==> config.mk <==
export PLATFORM = sky130hd
export DESIGN_NAME = clock_switch_ctrl_flat
export DESIGN_NICKNAME = d
export VERILOG_FILES = /design/src/rtl/clk_sw_pkg.sv /design/src/rtl/clock_switch_ctrl_if.sv /design/src/rtl/sync_ff.sv /design/src/rtl/clock_switch_ctrl.sv /design/src/flat_wrapper.sv
export SDC_FILE = /design/constraint.sdc
export NUM_CORES = 1
export LEC_CHECK = 0
export CORE_AREA = 3 3 40 42
export CTS_BUF_LIST = sky130_fd_sc_hd__clkbuf_4
export CTS_CLUSTER_DIAMETER = 30
export CTS_CLUSTER_SIZE = 10
export DETAILED_ROUTE_END_ITERATION = 6
export DIE_AREA = 0 0 43 45
export PLACE_DENSITY_LB_ADDON = 0.3
export SLEW_MARGIN = 20
export SYNTH_ARGS = -nofsm -noshare
export SYNTH_HDL_FRONTEND = slang
export SYNTH_SLANG_ARGS = --single-unit
export TNS_END_PERCENT = 1
==> constraint.sdc <==
create_clock -name clk -period 1.2 [get_ports clk]
set_input_delay 0.12 -clock clk [delete_from_list [all_inputs] [get_ports clk]]
set_output_delay 0.12 -clock clk [all_outputs]
set_load 0.01 [all_outputs]
==> src/rtl/clk_sw_pkg.sv <==
// rtl/clk_sw_pkg.sv - shared types and constants for the clock switch controller
package clk_sw_pkg;

  // Controller FSM states
  typedef enum logic [1:0] {
    ST_IDLE   = 2'd0,
    ST_REQ_UP = 2'd1,
    ST_REQ_DN = 2'd2,
    ST_ERR    = 2'd3
  } sw_state_e;

  // Clock source encoding shared by sw_target and cur_sel
  localparam logic SRC_CLK1 = 1'b0;
  localparam logic SRC_CLK2 = 1'b1;

  localparam int SYNC_STAGES_DEF    = 2;
  localparam int TIMEOUT_CYCLES_DEF = 255;
  localparam int TIMEOUT_CNT_W      = 16;

endpackage

==> src/rtl/clock_switch_ctrl_if.sv <==
// rtl/clock_switch_ctrl_if.sv - request side and selector handshake bundle of the clock switch controller
interface clock_switch_ctrl_if;

  logic sw_valid;
  logic sw_target;
  logic sw_ready;
  logic req_clk1;
  logic req_clk2;
  logic ack_clk1;
  logic ack_clk2;
  logic cur_sel;
  logic busy;
  logic timeout_err;

  // Requester plus clock selector side
  modport master (
    output sw_valid, sw_target, ack_clk1, ack_clk2,
    input  sw_ready, req_clk1, req_clk2, cur_sel, busy, timeout_err
  );

  // Controller side
  modport slave (
    input  sw_valid, sw_target, ack_clk1, ack_clk2,
    output sw_ready, req_clk1, req_clk2, cur_sel, busy, timeout_err
  );

endinterface

==> src/rtl/sync_ff.sv <==
// rtl/sync_ff.sv - multi-flop synchronizer for one asynchronous level input
module sync_ff #(
  parameter int STAGES = 2
) (
  input  logic clk,
  input  logic rst,
  input  logic d_i,
  output logic q_o
);

  logic [STAGES-1:0] sync_q;

  // Shift the asynchronous level through STAGES flops, cleared by reset
  always_ff @(posedge clk) begin
    if (rst) begin
      sync_q <= '0;
    end else begin
      sync_q <= {sync_q[STAGES-2:0], d_i};
    end
  end

  assign q_o = sync_q[STAGES-1];

endmodule

==> src/rtl/clock_switch_ctrl.sv <==
// rtl/clock_switch_ctrl.sv - four-phase clock source switch controller (optional ack timeout: CLK_SW_TIMEOUT_EN)
module clock_switch_ctrl
  import clk_sw_pkg::*;
#(
  parameter int SYNC_STAGES    = SYNC_STAGES_DEF,
  parameter int TIMEOUT_CYCLES = TIMEOUT_CYCLES_DEF
) (
  input  logic                 clk,
  input  logic                 rst,
  clock_switch_ctrl_if.slave   sw_if
);

  sw_state_e state_q, state_d;
  logic      target_q, target_d;
  logic      cur_sel_q, cur_sel_d;
  logic      req1_q, req1_d;
  logic      req2_q, req2_d;
  logic      busy_q, busy_d;
  logic      ready_q, ready_d;
  logic      ack1_s, ack2_s;
  logic      ack_tgt;
  logic      wait_expired;

  sync_ff #(.STAGES(SYNC_STAGES)) u_sync_ack1 (
    .clk (clk),
    .rst (rst),
    .d_i (sw_if.ack_clk1),
    .q_o (ack1_s)
  );

  sync_ff #(.STAGES(SYNC_STAGES)) u_sync_ack2 (
    .clk (clk),
    .rst (rst),
    .d_i (sw_if.ack_clk2),
    .q_o (ack2_s)
  );

  // Only the channel being switched to is observed; the other ack is ignored
  assign ack_tgt = (target_q == SRC_CLK2) ? ack2_s : ack1_s;

`ifdef CLK_SW_TIMEOUT_EN
  logic [TIMEOUT_CNT_W-1:0] cnt_q, cnt_d;
  logic                     terr_q, terr_d;

  assign wait_expired = (cnt_q == TIMEOUT_CNT_W'(TIMEOUT_CYCLES - 1));

  // Wait counter restarts on every state change and advances while waiting on an ack edge
  always_comb begin
    cnt_d  = '0;
    terr_d = (state_d == ST_ERR);
    if ((state_d == state_q) && ((state_q == ST_REQ_UP) || (state_q == ST_REQ_DN))) begin
      cnt_d = cnt_q + 1'b1;
    end
  end

  // Timeout counter and sticky error flag (ERR is left only through reset)
  always_ff @(posedge clk) begin
    if (rst) begin
      cnt_q  <= '0;
      terr_q <= 1'b0;
    end else begin
      cnt_q  <= cnt_d;
      terr_q <= terr_d;
    end
  end

  assign sw_if.timeout_err = terr_q;
`else
  assign wait_expired      = 1'b0;
  assign sw_if.timeout_err = 1'b0;
`endif

  // Next state and next registered outputs of the handshake FSM
  always_comb begin
    state_d   = state_q;
    target_d  = target_q;
    cur_sel_d = cur_sel_q;
    unique case (state_q)
      ST_IDLE: begin
        if (sw_if.sw_valid && ready_q && (sw_if.sw_target != cur_sel_q)) begin
          target_d = sw_if.sw_target;
          state_d  = ST_REQ_UP;
        end
      end
      ST_REQ_UP: begin
        if (ack_tgt) begin
          state_d = ST_REQ_DN;
        end else if (wait_expired) begin
          state_d = ST_ERR;
        end
      end
      ST_REQ_DN: begin
        if (!ack_tgt) begin
          state_d   = ST_IDLE;
          cur_sel_d = target_q;
        end else if (wait_expired) begin
          state_d = ST_ERR;
        end
      end
      ST_ERR: begin
        state_d = ST_ERR;
      end
      default: begin
        state_d = ST_IDLE;
      end
    endcase
    req1_d  = (state_d == ST_REQ_UP) && (target_d == SRC_CLK1);
    req2_d  = (state_d == ST_REQ_UP) && (target_d == SRC_CLK2);
    busy_d  = (state_d != ST_IDLE);
    ready_d = (state_d == ST_IDLE);
  end

  // State and registered outputs
  always_ff @(posedge clk) begin
    if (rst) begin
      state_q   <= ST_IDLE;
      target_q  <= SRC_CLK1;
      cur_sel_q <= SRC_CLK1;
      req1_q    <= 1'b0;
      req2_q    <= 1'b0;
      busy_q    <= 1'b0;
      ready_q   <= 1'b1;
    end else begin
      state_q   <= state_d;
      target_q  <= target_d;
      cur_sel_q <= cur_sel_d;
      req1_q    <= req1_d;
      req2_q    <= req2_d;
      busy_q    <= busy_d;
      ready_q   <= ready_d;
    end
  end

  assign sw_if.req_clk1 = req1_q;
  assign sw_if.req_clk2 = req2_q;
  assign sw_if.cur_sel  = cur_sel_q;
  assign sw_if.busy     = busy_q;
  assign sw_if.sw_ready = ready_q;

endmodule

==> src/flat_wrapper.sv <==
// flat-port wrapper written by rule: the top's interface ports become plain ports
module clock_switch_ctrl_flat import clk_sw_pkg::*;
#(
  parameter int SYNC_STAGES    = SYNC_STAGES_DEF,
  parameter int TIMEOUT_CYCLES = TIMEOUT_CYCLES_DEF
)
  (clk, rst, sw_if_sw_valid, sw_if_sw_target, sw_if_ack_clk1, sw_if_ack_clk2, sw_if_sw_ready, sw_if_req_clk1, sw_if_req_clk2, sw_if_cur_sel, sw_if_busy, sw_if_timeout_err);
  clock_switch_ctrl_if sw_if_i ();
  input  logic clk;
  input  logic rst;
  input wire logic [$bits(sw_if_i.sw_valid)-1:0] sw_if_sw_valid;
  input wire logic [$bits(sw_if_i.sw_target)-1:0] sw_if_sw_target;
  input wire logic [$bits(sw_if_i.ack_clk1)-1:0] sw_if_ack_clk1;
  input wire logic [$bits(sw_if_i.ack_clk2)-1:0] sw_if_ack_clk2;
  output wire logic [$bits(sw_if_i.sw_ready)-1:0] sw_if_sw_ready;
  output wire logic [$bits(sw_if_i.req_clk1)-1:0] sw_if_req_clk1;
  output wire logic [$bits(sw_if_i.req_clk2)-1:0] sw_if_req_clk2;
  output wire logic [$bits(sw_if_i.cur_sel)-1:0] sw_if_cur_sel;
  output wire logic [$bits(sw_if_i.busy)-1:0] sw_if_busy;
  output wire logic [$bits(sw_if_i.timeout_err)-1:0] sw_if_timeout_err;
  assign sw_if_i.sw_valid = sw_if_sw_valid;
  assign sw_if_i.sw_target = sw_if_sw_target;
  assign sw_if_i.ack_clk1 = sw_if_ack_clk1;
  assign sw_if_i.ack_clk2 = sw_if_ack_clk2;
  assign sw_if_sw_ready = sw_if_i.sw_ready;
  assign sw_if_req_clk1 = sw_if_i.req_clk1;
  assign sw_if_req_clk2 = sw_if_i.req_clk2;
  assign sw_if_cur_sel = sw_if_i.cur_sel;
  assign sw_if_busy = sw_if_i.busy;
  assign sw_if_timeout_err = sw_if_i.timeout_err;
  clock_switch_ctrl #(.SYNC_STAGES(SYNC_STAGES), .TIMEOUT_CYCLES(TIMEOUT_CYCLES)) u_core (.clk(clk), .rst(rst), .sw_if(sw_if_i));
endmodule
# Word-level counts from Yosys, hierarchy flattened
# Cells that the tools add are included.
dict set report word_totals {
  ff_bits 12
  word_cells 31
}
dict set report classes {
  n_eq_ne 5
  n_mux 7
  bitwise 2
  reduce_logical 8
}
# cell n
set ops {}
lappend ops {{2-bit case mux with 4 select lines} 1}
lappend ops {{2-bit two-way mux} 3}
lappend ops {{2-bit by 1-bit == test with 1-bit output, second input constant} 2}
lappend ops {{2-bit == test, second input constant} 2}
lappend ops {{1-bit logical AND} 4}
lappend ops {{2-bit zero test} 2}
lappend ops {{1-bit two-way mux} 3}
lappend ops {{1-bit NOT} 2}
lappend ops {{2-bit AND reduction} 1}
lappend ops {{2-bit nonzero test} 1}
lappend ops {{1-bit != test} 1}

# Logic depth before layout (Yosys ltp)
# Gate-level depths: netlist (run 1).
dict set report logic_depth {
  word_depth 6
  depth_mapped 3
}

# Cells and area by module
# From an unflattened synthesis (run 1), not the netlist that was laid out.
dict set report unflattened {
  hier_cells 48
  hier_area_um2 465.4
}
# mod instances cells_per_inst area_each_um2
set modules_own_cells {}
lappend modules_own_cells {clock_switch_ctrl 1 40 360.3}
lappend modules_own_cells {sync_ff 2 4 52.6}

# Worst setup path after synthesis (run 1)
# Ideal clock, no wire load.
dict set report synth_path {
  path_type {reg2reg}
  from {reg u_core.state_q[0]}
  to {reg u_core.ready_q, in the netlist u_core.sw_if.sw_ready}
  arrival_ns 1.039
  required_time_ns 1.085
  setup_slack_ns 0.046
  path_stages_with_launch 4
  synth_period_minus_slack_ns 1.154
  path_cell_list {dfxtp_1 > nand4bb_4 > or3_4 > o21a_1}
}
dict set report synth_between {
  elab_chain_len 3
}
# element line
set synth_rtl {}
lappend synth_rtl {{start: declaration} clock_switch_ctrl.sv:13} ;# sw_state_e state_q, state_d;
lappend synth_rtl {{start signal: assignment} clock_switch_ctrl.sv:124} ;# state_q <= state_d;
lappend synth_rtl {{2-bit == test (tied with other cells)} clock_switch_ctrl.sv:78} ;# unique case (state_q)
lappend synth_rtl {{2-bit case mux with 4 select lines *} clock_switch_ctrl.sv:78}
lappend synth_rtl {{2-bit zero test *} clock_switch_ctrl.sv:110} ;# ready_d = (state_d == ST_IDLE);
lappend synth_rtl {{end signal: assignment} clock_switch_ctrl.sv:130} ;# ready_q <= ready_d;
lappend synth_rtl {{end: declaration} clock_switch_ctrl.sv:19} ;# logic ready_q, ready_d;
# Every way passes the cells marked *; elsewhere a longest branch is shown, timed or not.
# A chain may end at the register's enable or synchronous reset.

# Worst setup path after layout (run 1)
# Same ends and word-level chain as after synthesis.

==> impl_metrics.tcl, run 1 <==
set metrics [dict create \
    dr.pass1.iters 2 \
    port_buffers 10 \
    grt_max_degree 8 \
    muxShareOfSynthArea_pct 2.344 \
    cts_tree "built" \
    cp-start-kind "flip-flop" \
    coreArea_um2 1285 \
    drive_gt1_share_pct 25.81 \
    die_y_um 45 \
    cts_buffers 3 \
    ioPinCount 12 \
    power_leakage_nw 0.2512 \
    yosysUniqueCellTypes 23 \
    grt_pass1_vias 347 \
    p_per_area_nw_per_um2 1250 \
    clkTransAtPathRegs_ns 0.07 \
    start_util_pct 37.39 \
    placed_cell_area_um2 625.6 \
    critPathKind "flip-flop to flip-flop" \
    grt_overflow_total 0 \
    hold_viol 0 \
    wl_met3_um 74 \
    outcome "completed" \
    clk_latency_ns 0.28 \
    synth_top_family_by_area "simple AND/OR/NAND/NOR gates" \
    antenna_left 0 \
    nets 70 \
    slew_viol_final 0 \
    fill_cells 124 \
    synth-adder-area-share_pct 0 \
    hpwl_um 623.8 \
    highest_layer "met4" \
    row_count 13 \
    syn_area_um2 480.5 \
    synthXorXnorAreaFrac_pct 1.823 \
    syn_nets 52 \
    cp-end-kind "flip-flop" \
    avgViaCountPerCell 4.805 \
    ys_ff_latch 12 \
    postSynthCellCount 46 \
    area_delta_synth_final_pct 35.16 \
    ctsResizeCount 6 \
    wire_per_inst_um 11.09 \
    finalPower_uw 811.7 \
    die_area_um2 1935 \
    crit_arrival_ns 1.32 \
    rsz0062_at_grt "no" \
    holdBufCountCts 0 \
    fin_worst_skew_ns 0.001463 \
    hold_path.class "primary input to flip-flop" \
    min_period_over_period_pct 95.34 \
    grt_use_total_pct 10.56 \
    yosysWarnings 0 \
    die_x_um 43 \
    routed_wl_um 854 \
    root_buffer "clkbuf_4" \
    crit_fanout 4 \
    synth_compound_area_share_pct 14.32 \
    first_iter_violations 3 \
    synthSimpleGateAreaFrac_pct 27.60 \
    wl_met2_um 374 \
    gp_congestion 0.6690 \
    grt_pass1_wl_um 1428 \
    wl_met1_um 380 \
    drc 0 \
    setup_viol_count_final 0 \
    postCtsSetupBuffers 0 \
    cp.required_ns 1.37 \
    ys_seq_area_share_pct 50.00 \
    final_area_um2 649.4 \
    antenna_cells 0 \
    hold_ws_ns 0.3923 \
    htreeDepth 1 \
    vias 370 \
    clockBufferDepth 2 \
    max_freq_ghz 0.8741 \
    cts_sinks 12 \
    syn_area_per_cell_um2 10.44 \
    final.min_clock_period_ns 1.144 \
    antenna_found_initial 0 \
    setup_tns_ns 0 \
    cap_violations 0 \
    mostFrequentLayoutCell "dfxtp_1" \
    peakVddDrop_v 0.0005072 \
]
worst max-delay path: stages, from the launching register on:
cell and delay, ns:
dfxtp_2 0.34, nand4bb_4 0.22, or3_4 0.38, o21a_1 0.11
routing by layer:
| layer | vias to the layer above | track usage [%] |
|---|---|---|
| li1 | 191 | - |
| met1 | 162 | 11.79 |
| met2 | 14 | 16.17 |
| met3 | 3 | 3.586 |
| met4 | 0 | 9.036 |
| met5 | - | 0 |
cells in the mapped netlist, drive strengths merged:
cell type	n	area, um2
clkbuf	1	3.750
a21oi	4	20.02
nand3b	1	7.510
or4b	1	10.01
nand2	2	7.510
a31oi	1	6.260
or3	1	11.26
or3b	1	8.760
or2b	1	7.510
o31a	1	10.01
o21a	1	7.510
nand2b	1	6.260
dfxtp	12	240.2
nor2b	5	31.28
inv	1	3.750
conb	1	3.750
nor2	1	3.750
mux2	1	11.26
nand4bb	2	38.79
xnor2	1	8.760
buf	1	7.510
o21ai	5	25.02
final timing paths:
kind / start / endpoint / slack [ns] / depth (start not counted)
hold / removal: sw_if_ack_clk1 / u_core.u_sync_ack1.sync_q[0]$_SDFF_PP0_ / 0.39 / 2
setup / recovery: u_core.state_q[0]$_SDFF_PP0_ / u_core.sw_if.sw_ready$_SDFF_PP1_ / 0.06 / 3
hold reg to reg: u_core.u_sync_ack1.sync_q[0]$_SDFF_PP0_ / u_core.u_sync_ack1.sync_q[1]$_SDFF_PP0_ / 0.44 / 1
setup reg to reg: u_core.state_q[0]$_SDFF_PP0_ / u_core.sw_if.sw_ready$_SDFF_PP1_ / 0.06 / 3
cells by family after synthesis:
family | after synthesis
buffers and inverters | 3
DFF | 12
and+or+nand+nor | 16
muxes | 1
AOI/OAI and AO/OA | 12
xor gates and xnor gates | 1
other | 1
metrics by stage:
step	utilization, %	instances	worst slack (ns)
floorplan	-	46	0.04602
detailed placement	48.69	74	-0.1399
global route	50.54	77	0.004659
finish	50.54	77	0.05598
CTS	50.05	77	0.02392
global placement	48.69	74	-0.1339
cell type report:
cell class	instances	area (um2)	share of cell area [%]
Multi-Input combinational cell	31	229.0	35.26
Inverter	1	3.754	0.5780
Tap cell	15	18.77	2.890
Timing Repair Buffer	15	131.4	20.23
Sequential cell	12	244.0	37.57
Clock buffer	3	22.52	3.468
power by group:
group	switching [mW]	internal (mW)
sequential	0.0168	0.425
combinational	0.0471	0.0759
clock	0.131	0.116
state kept, by name (all words and copies together), names as in the netlist:
register                   count
u_core.state_q                 2
u_core.u_sync_ack1.sync_q      2
u_core.u_sync_ack2.sync_q      2
u_core.sw_if.busy              1
u_core.sw_if.cur_sel           1
u_core.sw_if.req_clk1          1
u_core.sw_if.req_clk2          1
u_core.sw_if.sw_ready          1
u_core.target_q                1
Note: power is estimated with default switching activity, not from simulation.
==> run 2, diff against run 1 <==
--- a/config.mk
+++ b/config.mk
@@ -5,6 +5,7 @@
 export SDC_FILE = /design/constraint.sdc
 export NUM_CORES = 1
 export LEC_CHECK = 0
+export CAP_MARGIN = 30
 export CORE_AREA = 3 3 40 42
 export CTS_BUF_LIST = sky130_fd_sc_hd__clkbuf_4
 export CTS_CLUSTER_DIAMETER = 30
==> results of run 2 <==
Final layout, timing and power as in run 1 (identical DEF).
==> variant: new RTL, settings of run 2 <==
Encoding of `sw_state_e`: now Gray code (2 bits for 4 states).
--- a/src/rtl/clk_sw_pkg.sv
+++ b/src/rtl/clk_sw_pkg.sv
@@ -5,6 +5,6 @@
   typedef enum logic [1:0] {
-    ST_IDLE   = 2'd0,
-    ST_REQ_UP = 2'd1,
-    ST_REQ_DN = 2'd2,
-    ST_ERR    = 2'd3
+    ST_IDLE   = 2'b00,
+    ST_REQ_UP = 2'b01,
+    ST_REQ_DN = 2'b11,
+    ST_ERR    = 2'b10
   } sw_state_e;
Formal check against the unedited RTL: same outputs for any inputs over 10 cycles, from zero or initial values and one cycle with rst high; not proved beyond that.
==> variant against run 2 <==
First-iteration DRC count up 67%; setup slack gained 0.028 ns; critical endpoint is now u_core.state_q[0]$_SDFF_PP0_; critical path depth unchanged; sequential cell count did not move; clock skew barely moved; power is 13% higher; design area increased by 3.5%; area after synthesis grew 3.4%; routed wire length rose by 16%; hold slack gained 0.0026 ns; critical path type unchanged; non-clock buffer count increased by 2.
==> variant: results (changes against run 2) <==
| Metric | Value |
|---|---|
| Post-Place Setup Slack | -0.118 ns (was -0.140 ns) |
| Drt pass-1 iters | 4 (was 2) |
| Non-Filler Instances | 85 (was 77) |
| CP delay by family, top | flip-flops (was simple AND/OR/NAND/NOR gates) |
| Final HPWL DP | 728 um (was 624 um) |
| First-pass GRT wire length | 1570 um (was 1430 um) |
| DRT met1 WL | 377 um (was 380 um) |
| Met3 wire len | 103 um (was 74 um) |
| Worst Path Arrival | 1.29 ns (was 1.32 ns) |
| Leak | 0.275 nW (was 0.251 nW) |
| Routed WL | 989 um (was 854 um) |
| Crit path from | u_core.target_q$_SDFF_PP0_ (was u_core.state_q[0]$_SDFF_PP0_) |
| Largest net degree at the start of global routing | 11 (was 8) |
| GR Util met2 | 19.2% (was 16.2%) |
| Critical Path Sink | u_core.state_q[0]$_SDFF_PP0_ (was u_core.sw_if.sw_ready$_SDFF_PP1_) |
| Routability cong. | 0.670 (was 0.669) |
| Maximum clock rate | 896 MHz (was 874 MHz) |
| Sequential area share after synthesis | 48.4% (was 50.0%) |
| Mapped Cells | 52 (was 46) |
| Vias in the first global route | 373 (was 347) |
| Fin Hold WS | 0.395 ns (was 0.392 ns) |
| Met3 usage | 7.57% (was 3.59%) |
| Slowest-stage cell, CP | dfxtp_1 (was or3_4) |
| Top Layer Used | met3 (was met4) |
| Post-CTS sizing | 7 (was 6) |
| Run status | complete, no violations (unchanged) |
| Nets | 77 (was 70) |
| Reg-to-Reg Start | u_core.target_q$_SDFF_PP0_ (was u_core.state_q[0]$_SDFF_PP0_) |
| Starting DRT DRC Count | 5 (was 3) |
| Met2 routed WL | 508 um (was 374 um) |
| Vias | 425 (was 370) |
| Largest cells by area after synthesis | dfxtp_1, nand4bb_4, nor2b_1 (was dfxtp_1, nor2b_1, nand4bb_4) |
| Reg2Reg Setup Slack | 0.08 ns (was 0.06 ns) |
| Maximum vdd drop | 0.681 mV (was 0.507 mV) |
| Layout cells sized above 1 | 22.9% (was 25.8%) |
| Placed cell area | 646 um2 (was 626 um2) |
## variant: cell types whose count changed in the layout (fill, tap and decap cells not counted), sizes merged, moves of 2 or more
cell / change
inv: +3
o211ai: +2
nor3: +2
o21ai: -2
buf: +2
## variant: kinds of logic (layout without fill, tap and decap cells)
family / after synthesis / after routing / synth area share [%]
other cells: 1 / 1 / 0.755
compound gates: 14 / 14 / 17.4
simple gates: 16 / 16 / 22.2
flops: 12 / 12 / 48.4
buf+inv: 7 / 25 / 7.56
mux: 1 / 1 / 2.02
xor+xnor: 1 / 1 / 1.76
## variant: area by class of cell
| type | instances | area [um2] |
|---|---|---|
| fill | 122 | 613 |
| tap | 15 | 18.8 |
| clock inverter | 1 | 3.75 |
| inverter | 4 | 15.0 |
| sequential | 12 | 243 |
| multi-input combinational | 33 | 223 |
| timing repair buffer | 17 | 146 |
| clock buffer | 3 | 22.5 |
## variant: report_power, final
part | switching (mW) | internal (mW)
combinational | 0.0895 | 0.112
sequential | 0.0232 | 0.438
clock | 0.134 | 0.120
